===== src/rtl/mouse_pos_tracker_if.sv =====
// Mouse tracker bus: PS/2 byte receiver input and cursor/button outputs.
// master = byte source / position consumer, slave = mouse_pos_tracker.
interface mouse_pos_tracker_if;
  logic [7:0]  rx_data;
  logic        rx_valid;
  logic [11:0] xpos;
  logic [11:0] ypos;
  logic        left;
  logic        right;
  logic        pkt_done;
  logic        left_click;
  logic        right_click;

  modport master (
    output rx_data, rx_valid,
    input  xpos, ypos, left, right, pkt_done, left_click, right_click
  );

  modport slave (
    input  rx_data, rx_valid,
    output xpos, ypos, left, right, pkt_done, left_click, right_click
  );
endinterface


===== src/rtl/mouse_pos_tracker.sv =====
// PS/2 mouse packet assembler and absolute cursor tracker.
// Builds 3-byte packets (status, X, Y), accumulates the signed deltas into
// clamped 12-bit screen coordinates and exports the button levels.
// Optional macro MOUSE_CLICK_PULSE_EN adds one-cycle press pulses on
// left_click/right_click; without it those outputs are tied low.
module mouse_pos_tracker #(
  parameter int XMAX        = 1023,
  parameter int YMAX        = 767,
  parameter int TIMEOUT_CYC = 100000
) (
  input logic               clk,
  input logic               rst,
  mouse_pos_tracker_if.slave io_bus
);
  localparam int CW = $clog2(TIMEOUT_CYC + 1);

  typedef enum logic [1:0] {B0 = 2'd0, B1 = 2'd1, B2 = 2'd2} state_t;

  state_t              r_state, w_next;
  logic [CW-1:0]       r_cnt;
  logic                r_l, r_r, r_xs, r_ys, r_xo, r_yo;
  logic [7:0]          r_xb;
  logic [11:0]         r_xpos, r_ypos;
  logic                r_left, r_right, r_done;
  logic                w_timeout, w_apply;
  logic signed [13:0]  w_nx, w_ny;
  logic [11:0]         w_xc, w_yc;

  // A byte arriving on the last idle cycle wins over the timeout.
  assign w_timeout = (r_state != B0) && !io_bus.rx_valid &&
                     (r_cnt == CW'(TIMEOUT_CYC - 1));

  // State register.
  always_ff @(posedge clk) begin
    if (rst) r_state <= B0;
    else     r_state <= w_next;
  end

  // Next state: advance one byte per rx_valid, B0 only accepts status bytes (bit3 set).
  always_comb begin
    w_next = r_state;
    if (w_timeout) begin
      w_next = B0;
    end else if (io_bus.rx_valid) begin
      case (r_state)
        B0:      if (io_bus.rx_data[3]) w_next = B1;
        B1:      w_next = B2;
        B2:      w_next = B0;
        default: w_next = B0;
      endcase
    end
  end

  // Apply strobe and clamped candidate positions; Y byte is taken live from the bus.
  always_comb begin
    w_apply = (r_state == B2) && io_bus.rx_valid;
    w_nx    = $signed({2'b00, r_xpos}) + $signed({{5{r_xs}}, r_xs, r_xb});
    // PS/2 +Y is up, screen +y is down.
    w_ny    = $signed({2'b00, r_ypos}) - $signed({{5{r_ys}}, r_ys, io_bus.rx_data});
    if (w_nx[13])                        w_xc = '0;
    else if (w_nx[12:0] > 13'(XMAX))     w_xc = 12'(XMAX);
    else                                 w_xc = w_nx[11:0];
    if (w_ny[13])                        w_yc = '0;
    else if (w_ny[12:0] > 13'(YMAX))     w_yc = 12'(YMAX);
    else                                 w_yc = w_ny[11:0];
  end

  // Latch status and X bytes while the packet is assembled.
  always_ff @(posedge clk) begin
    if (rst) begin
      {r_l, r_r, r_xs, r_ys, r_xo, r_yo} <= '0;
      r_xb <= '0;
    end else if (io_bus.rx_valid) begin
      if (r_state == B0 && io_bus.rx_data[3]) begin
        r_l  <= io_bus.rx_data[0];
        r_r  <= io_bus.rx_data[1];
        r_xs <= io_bus.rx_data[4];
        r_ys <= io_bus.rx_data[5];
        r_xo <= io_bus.rx_data[6];
        r_yo <= io_bus.rx_data[7];
      end
      if (r_state == B1) r_xb <= io_bus.rx_data;
    end
  end

  // Mid-packet idle counter; cleared by any byte, in B0, or when it fires.
  always_ff @(posedge clk) begin
    if (rst || r_state == B0 || io_bus.rx_valid || w_timeout) r_cnt <= '0;
    else                                                       r_cnt <= r_cnt + CW'(1);
  end

  // Position/button registers, updated on the edge that samples the Y byte.
  always_ff @(posedge clk) begin
    if (rst) begin
      r_xpos  <= 12'(XMAX >> 1);
      r_ypos  <= 12'(YMAX >> 1);
      r_left  <= 1'b0;
      r_right <= 1'b0;
      r_done  <= 1'b0;
    end else begin
      r_done <= w_apply;
      if (w_apply) begin
        if (!r_xo) r_xpos <= w_xc;
        if (!r_yo) r_ypos <= w_yc;
        r_left  <= r_l;
        r_right <= r_r;
      end
    end
  end

`ifdef MOUSE_CLICK_PULSE_EN
  logic r_lclick, r_rclick;

  // Press pulses: rising edge of the button level across packet applies.
  always_ff @(posedge clk) begin
    if (rst) begin
      r_lclick <= 1'b0;
      r_rclick <= 1'b0;
    end else begin
      r_lclick <= w_apply & r_l & ~r_left;
      r_rclick <= w_apply & r_r & ~r_right;
    end
  end

  assign io_bus.left_click  = r_lclick;
  assign io_bus.right_click = r_rclick;
`else
  assign io_bus.left_click  = 1'b0;
  assign io_bus.right_click = 1'b0;
`endif

  assign io_bus.xpos     = r_xpos;
  assign io_bus.ypos     = r_ypos;
  assign io_bus.left     = r_left;
  assign io_bus.right    = r_right;
  assign io_bus.pkt_done = r_done;

endmodule


===== src/flat_wrapper.sv =====
// flat-port wrapper written by rule: the top's interface ports become plain ports
module mouse_pos_tracker_flat 
#(
  parameter int XMAX        = 1023,
  parameter int YMAX        = 767,
  parameter int TIMEOUT_CYC = 100000
)
  (clk, rst, io_bus_rx_data, io_bus_rx_valid, io_bus_xpos, io_bus_ypos, io_bus_left, io_bus_right, io_bus_pkt_done, io_bus_left_click, io_bus_right_click);
  mouse_pos_tracker_if io_bus_i ();
  input logic clk;
  input logic rst;
  input wire logic [$bits(io_bus_i.rx_data)-1:0] io_bus_rx_data;
  input wire logic [$bits(io_bus_i.rx_valid)-1:0] io_bus_rx_valid;
  output wire logic [$bits(io_bus_i.xpos)-1:0] io_bus_xpos;
  output wire logic [$bits(io_bus_i.ypos)-1:0] io_bus_ypos;
  output wire logic [$bits(io_bus_i.left)-1:0] io_bus_left;
  output wire logic [$bits(io_bus_i.right)-1:0] io_bus_right;
  output wire logic [$bits(io_bus_i.pkt_done)-1:0] io_bus_pkt_done;
  output wire logic [$bits(io_bus_i.left_click)-1:0] io_bus_left_click;
  output wire logic [$bits(io_bus_i.right_click)-1:0] io_bus_right_click;
  assign io_bus_i.rx_data = io_bus_rx_data;
  assign io_bus_i.rx_valid = io_bus_rx_valid;
  assign io_bus_xpos = io_bus_i.xpos;
  assign io_bus_ypos = io_bus_i.ypos;
  assign io_bus_left = io_bus_i.left;
  assign io_bus_right = io_bus_i.right;
  assign io_bus_pkt_done = io_bus_i.pkt_done;
  assign io_bus_left_click = io_bus_i.left_click;
  assign io_bus_right_click = io_bus_i.right_click;
  mouse_pos_tracker #(.XMAX(XMAX), .YMAX(YMAX), .TIMEOUT_CYC(TIMEOUT_CYC)) u_core (.clk(clk), .rst(rst), .io_bus(io_bus_i));
endmodule

===== config.mk =====
export PLATFORM = sky130hd
export DESIGN_NAME = mouse_pos_tracker_flat
export DESIGN_NICKNAME = d
export VERILOG_FILES = /design/src/rtl/mouse_pos_tracker_if.sv /design/src/rtl/mouse_pos_tracker.sv /design/src/flat_wrapper.sv
export SDC_FILE = /design/constraint.sdc
export NUM_CORES = 1
export LEC_CHECK = 0
export BUFFER_PORTS_ARGS = -buffer_cell sky130_fd_sc_hd__buf_2
export CELL_PAD_IN_SITES_DETAIL_PLACEMENT = 0
export CELL_PAD_IN_SITES_GLOBAL_PLACEMENT = 1
export CORE_MARGIN = 2
export CORE_UTILIZATION = 35
export DETAILED_ROUTE_END_ITERATION = 7
export PLACE_DENSITY_LB_ADDON = 0.12
export SYNTH_ARGS = -nofsm -noshare
export SYNTH_HDL_FRONTEND = slang
export SYNTH_SLANG_ARGS = --single-unit

===== constraint.sdc =====
create_clock -name clk -period 7.65 [get_ports clk]
set_input_delay 1.9125 -clock clk [delete_from_list [all_inputs] [get_ports clk]]
set_output_delay 1.9125 -clock clk [all_outputs]
set_load 0.01 [all_outputs]

Word-level counts from Yosys, hierarchy flattened:

Cells that the tools add are included.

* add/subtract/negate cells: 3
* $lt $le $gt $ge: 2
* equal/unequal tests: 4
* multiplexer cells: 6
* bitwise gates (word level): 2
* reductions and logical operators: 16

Operators with widths (count)
* 2-to-1 mux 12 bit: 4
* > comparator 13 x 10 -> 1 bit, second input constant: 2
* adder 17 x 1 -> 17 bit, second input constant: 1
* == test 17 bit, second input constant: 1
* adder 13 x 9 -> 14 bit: 1
* subtractor 13 x 9 -> 14 bit: 1
* AND reduction 2 bit: 5
* logical AND 1 bit: 4
* case mux 2 bit (2 select lines): 1
* logical OR 1 bit: 3
* == test 2 x 1 -> 1 bit, second input constant: 1
* == test 2 bit, second input constant: 1
* logical NOT 2 bit: 1
* 2-to-1 mux 2 bit: 1
* inequality test 2 bit, second input constant: 1
* inverter 1 bit: 2
* nonzero test 2 bit: 1
* OR reduction 2 bit: 1
* logical NOT 1 bit: 1

* register bits: 60
* input port bits: 11
* output and inout port bits: 29
* word-level logic and storage cells: 47

Longest topological paths before layout:

Gate-level depths: netlist (run 1).

* depth in word-level cells: 4
* gate-level depth with buffers: 12

Worst setup path before layout (run 1):

Ideal clock, no wire load.

* path type: in2reg
* from: input port io_bus_rx_data[0]
* to: register u_core.r_ypos[0], in the netlist u_core.io_bus.ypos[0]
* setup time: 0.120 ns
* arrival time: 4.013 ns
* data required time: 7.530 ns
* setup slack: 3.517 ns
* stages on the path: 11
* path buffers: 0
* cells stage by stage: ha_1 -> inv_1 -> fa_1 -> a211oi_2 -> o21ai_2 -> a221oi_1 -> nand3_1 -> o41ai_1 -> nand3_1 -> a21o_1 -> a211o_1

* word-level cells in the longest chain between the ends: 4

Ends and longest elaborated chain
* from (decl): line flat_wrapper.sv:12 `input wire logic [$bits(io_bus_i.rx_data)-1:0] io_bus_rx_data;`
* subtractor 13 x 9 -> 14 bit *: line mouse_pos_tracker.sv:59 `w_ny = $signed({2'b00, r_ypos}) - $signed({{5{r_ys}}, r_ys, io_bus.rx_data});`
* > comparator 13 x 10 -> 1 bit: line mouse_pos_tracker.sv:64 `else if (w_ny[12:0] > 13'(YMAX)) w_yc = 12'(YMAX);`
* 2-to-1 mux 12 bit: line mouse_pos_tracker.sv:64
* 2-to-1 mux 12 bit *: line mouse_pos_tracker.sv:63 `if (w_ny[13]) w_yc = '0;`
* to (signal assigned): line mouse_pos_tracker.sv:96 `r_ypos <= 12'(YMAX >> 1);`
* to (signal assigned): line mouse_pos_tracker.sv:104 `if (!r_yo) r_ypos <= w_yc;`
* to (decl): line mouse_pos_tracker.sv:23 `logic [11:0] r_xpos, r_ypos;`

Every way passes the cells marked *; elsewhere a longest branch is shown, timed or not.
A chain may end at the register's enable or synchronous reset.

Final worst setup path (run 1):

* from: input port io_bus_rx_data[1]
* to: register u_core.r_ypos[4], in the netlist u_core.io_bus.ypos[4]

Same word-level chain as after synthesis.

==> results of run 1 <==
## critical path: cells and delay by family
family	cells	cell delay (ns)
AO/OA/AOI/OAI	6	1.65
adder cells (fa/ha/maj)	1	0.24
buffers and inverters	2	0.22
AND/OR/NAND/NOR	2	0.45
## final timing paths
path	startpoint	to	slack (ns)	cells past startpoint
max reg2reg	u_core.io_bus.xpos[7]	u_core.io_bus.xpos[2]	4.58	9
min reg2reg	u_core.r_cnt[0]	u_core.r_cnt[0]	0.45	1
max	io_bus_rx_data[1]	u_core.io_bus.ypos[4]	3.47	11
min	u_core.r_cnt[0]	u_core.r_cnt[0]	0.45	1
## sequential cells by signal (all words and copies together) (netlist names), 2 cells and up
| name | count |
|---|---|
| u_core.io_bus.ypos | 12 |
| u_core.r_state | 2 |
| u_core.r_cnt | 17 |
| u_core.r_xb | 8 |
| u_core.io_bus.xpos | 12 |
## cells by family (layout without fill, tap and decap cells)
group                    Yosys count  in the layout  share of synthesized area (%)
flip-flops                        60             60                           35.2
multiplexers                       9              9                           2.64
XOR/XNOR                          35             35                           8.99
AO/OA/AOI/OAI                     89             89                           18.8
AND/OR/NAND/NOR                  136            136                           18.6
buffers and inverters             32             74                           4.48
other                              1              2                          0.110
adder cells (fa/ha/maj)           29             29                           11.1
## report_power, final
part	total, mW	switching, mW	leakage (nW)	internal, mW
Sequential	0.325	0.00642	0.486	0.319
Clock	0.320	0.129	0.113	0.191
Combinational	0.0978	0.0560	0.979	0.0418
## through the flow
| stage | setup WS (ns) | utilization [%] |
|---|---|---|
| finish | 3.47 | 40.8 |
| global route | 3.25 | 40.8 |
| CTS | 3.51 | 40.8 |
| detailed placement | 3.16 | 38.5 |
| global placement | 3.23 | 38.5 |
| floorplan | 3.52 | - |
## Yosys cell counts, drive strengths merged, types with 5 or more instances
cell | count | area [sq um]
dfxtp | 60 | 1200
nor2 | 58 | 218
a21oi | 37 | 193
ha | 27 | 338
nand2 | 23 | 86.3
xnor2 | 21 | 184
inv | 20 | 75.1
a221o | 15 | 150
nand3 | 14 | 70.1
xor2 | 14 | 123
a21o | 11 | 82.6
mux2i | 9 | 90.1
nor3 | 8 | 40.0
clkbuf | 7 | 36.3
o21ai | 7 | 38.8
nand4 | 6 | 37.5
or3 | 6 | 37.5
buf | 5 | 41.3
## per-layer routing
layer,wire length [um],vias up
met4,102,0
li1,-,1465
met5,0,-
met2,3740,54
met1,3900,1354
met3,277,10
## area by class of cell
cell class | count | area (sq um)
fill | 1009 | 5680
multi-input combinational | 300 | 2060
sequential | 60 | 1200
timing repair buffer | 38 | 193
tap | 133 | 166
clock buffer | 11 | 141
clock inverter | 5 | 75.1
inverter | 20 | 75.1
==> results.sh, run 1 <==
export IMPL_die_height_um=103
export IMPL_p_total_uw=743
export IMPL_dr_first_iter_drc_count=128
export IMPL_clock_sinks=60
export IMPL_use_met2_pct=26.9
export IMPL_worstPathCellList="buf_2, inv_1, ha_1, nor2b_1, o2111ai_1, a21oi_1, a2111oi_0, o2111ai_1, nand2_1, a21o_1, a221o_1"
export IMPL_peakVddDrop_v=0.0000674
export IMPL_numCtsBuffers=9
export IMPL_worstMarginPinSlew_ns=0.951
export IMPL_cpMaxStageDelayCell="a2111oi_0"
export IMPL_numPortBuffers=37
export IMPL_synthesis_instances=391
export IMPL_layout_common_cells="60 x dfxtp_1, 58 x nor2_1, 37 x buf_2, 35 x a21oi_1, 27 x ha_1"
export IMPL_worstPathArrival_ns=4.46
export IMPL_cp_data_required_time_ns=7.93
export IMPL_layout_nets=469
export IMPL_vias_per_cell=5.08
export IMPL_post_dp_cell_area_sq_mm=0.00369
export IMPL_diodes=0
export IMPL_power_density_mw_per_mm2=190
export IMPL_finalCritPeriodShare_pct=54.7
export IMPL_areaGrowthSynthToFinish_pct=14.7
export IMPL_hold_path_class="register to register"
export IMPL_clk_pin_slew_ns=0.07
export IMPL_cts_tree="yes"
export IMPL_final_cells=567
export IMPL_slew_violations=0
export IMPL_die_w_um=103
export IMPL_synth_edf_count=0
export IMPL_hold_viol_final=0
export IMPL_grt_pass1_wl_mm=13.5
export IMPL_synthDistinctLibCells=47
export IMPL_cts_resized=0
export IMPL_drc=0
export IMPL_crit_path_frequent_cell="o2111ai_1"
export IMPL_async_flop_share_pct=0
export IMPL_critPathKind="primary input to register"
export IMPL_setup_viol=0
export IMPL_cp_start_kind="primary input"
export IMPL_max_stage_delay_ns=0.52
export IMPL_start_util_pct=35.5
export IMPL_crit_path_max_fanout=10
export IMPL_grt_overflow_total=0
export IMPL_finalSetupTns_ns=0
export IMPL_use_met3_pct=3.05
export IMPL_post_cts_setup_buffer_count=0
export IMPL_grt_max_degree=30
export IMPL_routed_wl_mm=8.01
export IMPL_netlist_area_sq_mm=0.00341
export IMPL_first_pass_iters=4
export IMPL_die_area_sq_mm=0.0105
export IMPL_status="finished clean"
export IMPL_coreArea_sq_mm=0.00959
export IMPL_num_io_pins=40
export IMPL_dp_cells=551
export IMPL_global_route_peak_usage_layer="met2"
export IMPL_end_kind="register"
export IMPL_clockRootBuffer="clkbuf_8"
export IMPL_clk_insertion_delay_late_ns=0.34
export IMPL_layout_drive_gt1_share_pct=15.0
export IMPL_fin_crit_ns=4.18
export IMPL_place_hpwl_mm=5.95
export IMPL_grtUsageMet1_pct=21.9
export IMPL_p_leak_nw=1.58
export IMPL_maxCapViolCount=0
export IMPL_clock_fmax_mhz=239
export IMPL_yosysWarnings=0
export IMPL_htreeDepth=3
export IMPL_holdBufCountCts=0
export IMPL_ys_seq_elements=60
export IMPL_grt_usage_pct=16.5
export IMPL_synth_avg_cell_area_sq_um=8.72
export IMPL_grt_setup_unrepaired="false"
export IMPL_relSlewSlack_pct=34.8
export IMPL_final_common_cell="dfxtp_1"
export IMPL_synth_seq_area_share_pct=35.2
export IMPL_cts_buffer_depth=2
export IMPL_avgRoutedWirePerCell_um=14.1
export IMPL_fin_area_sq_mm=0.00391
export IMPL_grt_pass1_vias=2773
export IMPL_ant_nets=0
export IMPL_synth_top_flop_cell="dfxtp_1"
export IMPL_antenna_found_initial=0
export IMPL_rows=36
export IMPL_holdWs_ns=0.449
export IMPL_vias=2883
export IMPL_place_congestion=0.846
export IMPL_clock_skew_ns=0.00863
No activity file was read; power rests on OpenSTA's default activity.
==> run 2, diff against run 1 <==
ABC_AREA = 1   (was default)
clock period = 3.49 ns   (was 7.65 ns; I/O delays follow)
==> results.sh, run 2 <==
export IMPL_start_util_pct=36.0
export IMPL_vias_per_cell=4.70
export IMPL_finalSetupTns_ns=0
export IMPL_worstMarginPinSlew_ns=0.759
export IMPL_drc=0
export IMPL_ff_latch_area_sq_mm=0.00120
export IMPL_largest_register="u_core.r_cnt"
export IMPL_synthDistinctLibCells=39
export IMPL_pwr_share_clk_pct=38.5
export IMPL_netlist_area_sq_mm=0.00390
export IMPL_grt_usage_pct=17.8
export IMPL_whs_path_depth=1
export IMPL_num_io_pins=40
export IMPL_cpMaxStageDelayCell="fa_1"
export IMPL_die_area_sq_mm=0.0120
export IMPL_ys_seq_elements=60
export IMPL_end_kind="register"
export IMPL_place_hpwl_mm=7.81
export IMPL_p_seq_share_pct=41.4
export IMPL_worstPathArrival_ns=2.67
export IMPL_htreeDepth=3
export IMPL_clock_fmax_mhz=411
export IMPL_status="finished clean"
export IMPL_grt_setup_unrepaired="false"
export IMPL_cp_num_buf_inv=2
export IMPL_routed_wl_mm=9.91
export IMPL_largest_reg_flops=17
export IMPL_numCtsBuffers=9
export IMPL_critPathKind="primary input to register"
export IMPL_p_leak_nw=2.03
export IMPL_async_flop_share_pct=0
export IMPL_hold_path_class="register to register"
export IMPL_multi_input_area_sq_mm=0.00234
export IMPL_grt_overflow_total=0
export IMPL_grt_max_degree=25
export IMPL_fillerInstances=1172
export IMPL_startpoint="io_bus_rx_data[0]"
export IMPL_cp_depth=14
export IMPL_finalCritPeriodShare_pct=69.7
export IMPL_clock_skew_ns=0.0101
export IMPL_power_switching_uw=541
export IMPL_post_cts_setup_buffer_count=0
export IMPL_synth_top_area_share_pct=30.8
export IMPL_synth_cells_most_frequent="148 x nand2_1, 77 x inv_1, 60 x dfxtp_1, 50 x a21oi_1, 45 x nor2_1"
export IMPL_grt_pass1_wl_mm=16.5
export IMPL_p_total_mw=1.73
export IMPL_die_height_um=110
export IMPL_relSlewSlack_pct=49.2
export IMPL_layout_nets=656
export IMPL_rr_startpoint="u_core.r_ys"
export IMPL_dr_first_iter_drc_count=148
export IMPL_rows=38
export IMPL_avgRoutedWirePerCell_um=13.0
export IMPL_synthesis_instances=576
export IMPL_yosysWarnings=0
export IMPL_cts_resized=0
export IMPL_cts_buffer_depth=2
export IMPL_clockRootBuffer="clkbuf_8"
export IMPL_crit_path_frequent_cell="nand2_1"
export IMPL_die_w_um=110
export IMPL_place_congestion=0.826
export IMPL_numPortBuffers=37
export IMPL_first_pass_iters=4
export IMPL_ff2ff_path_depth=12
export IMPL_hold_viol_final=0
export IMPL_synth_top_flop_cell="dfxtp_1"
export IMPL_final_common_cell="nand2_1"
export IMPL_antenna_found_initial=0
export IMPL_fin_crit_ns=2.43
export IMPL_layout_common_cells="148 x nand2_1, 77 x inv_1, 60 x dfxtp_1, 50 x a21oi_1, 45 x nor2_1"
export IMPL_worstPathCellList="buf_2, ha_1, inv_1, fa_1, nand3_1, nand3_2, nand2_1, nand2_1, nand2_1, nand3_1, nand2_2, nand3_4, o21ai_1, nand2_1"
export IMPL_synth_edf_count=0
export IMPL_pwr_share_comb_pct=20.1
export IMPL_ant_nets=0
export IMPL_holdBufCountCts=0
export IMPL_cp_data_required_time_ns=3.73
export IMPL_synth_avg_cell_area_sq_um=6.77
export IMPL_maxCapViolCount=0
export IMPL_synth_area_leaders="dfxtp_1 31%, nand2_1 14%, ha_1 8.7%"
export IMPL_synth_top_area_cell="dfxtp_1"
export IMPL_synth_most_common_cell="nand2_1"
export IMPL_cts_tree="yes"
export IMPL_coreArea_sq_mm=0.0108
export IMPL_areaGrowthSynthToFinish_pct=13.6
export IMPL_layout_drive_gt1_share_pct=14.7
export IMPL_cp_top_family="simple AND/OR/NAND/NOR gates"
export IMPL_max_stage_delay_ns=0.44
export IMPL_hp_start="u_core.r_cnt[0]"
export IMPL_setup_viol=0
export IMPL_power_density_mw_per_mm2=391
export IMPL_cp_start_kind="primary input"
export IMPL_clock_sinks=60
export IMPL_vias=3578
export IMPL_clk_insertion_delay_late_ns=0.35
export IMPL_synth_seq_area_share_pct=30.8
export IMPL_clk_pin_slew_ns=0.08
export IMPL_p_sw_share_pct=31.2
export IMPL_crit_path_max_fanout=8
export IMPL_grt_pass1_vias=3414
export IMPL_p_int_mw=1.19
export IMPL_peakVddDrop_v=0.000140
export IMPL_diodes=0
export IMPL_slew_violations=0
run 2: cell count changes after synthesis, sizes merged, moves of 15 or more:
cell	previous run	this run
nand2	23	156
xnor2	21	6
nand3	14	35
o21ai	7	35
inv	20	83
a221o	15	0
a21oi	37	53
run 2: cells by family after synthesis:
group / after synthesis / share of synthesized area [%]
XOR/XNOR: 19 / 4.27
other: 1 / 0.0962
AO/OA/AOI/OAI: 91 / 12.3
AND/OR/NAND/NOR: 283 / 33.6
adder cells (fa/ha/maj): 29 / 9.69
buffers and inverters: 93 / 9.21
flip-flops: 60 / 30.8
run 2: area by class of cell:
class / instances / share of cell area, %
Clock buffer: 11 / 3.42
Clock inverter: 5 / 1.33
Inverter: 84 / 7.12
Multi-Input combinational cell: 424 / 52.9
Sequential cell: 60 / 27.1
Tap cell: 140 / 3.95
Timing Repair Buffer: 37 / 4.18
run 2: power groups by stage:
stage	clock [mW]	combinational, mW	sequential, mW
floorplan	0	0.266	0.731
global placement	0	0.354	0.733
detailed placement	0	0.351	0.732
CTS	0.688	0.354	0.717
global route	0.720	0.402	0.719
finish	0.666	0.349	0.717
run 2: per-layer routing:
layer | up-vias | wire length (um) | GRT usage (%)
li1 | 1940 | - | -
met1 | 1581 | 4880 | 23.2
met2 | 46 | 4610 | 29.6
met3 | 11 | 289 | 3.44
met4 | 0 | 127 | 5.70
met5 | - | 0 | 0
run 2: per-stage QoR:
stage               utilization [%]  hold WS [ns]  worst slack, ns  cells  cell area (sq um)
global route                   40.9         0.482            0.822    761               4430
CTS                            40.9         0.456             1.09    761               4430
floorplan                         -         0.418             1.09    577               3900
finish                         40.9         0.454             1.06    761               4430
detailed placement             38.9         0.445            0.730    745               4220
global placement               38.9         0.436            0.754    745               4220
run 2: final timing paths:
kind / to / slack (ns)
hold / removal: u_core.r_cnt[0] / 0.45
setup / recovery: u_core.io_bus.ypos[1] / 1.06
setup reg to reg: u_core.io_bus.ypos[1] / 1.25
hold reg to reg: u_core.r_cnt[0] / 0.45
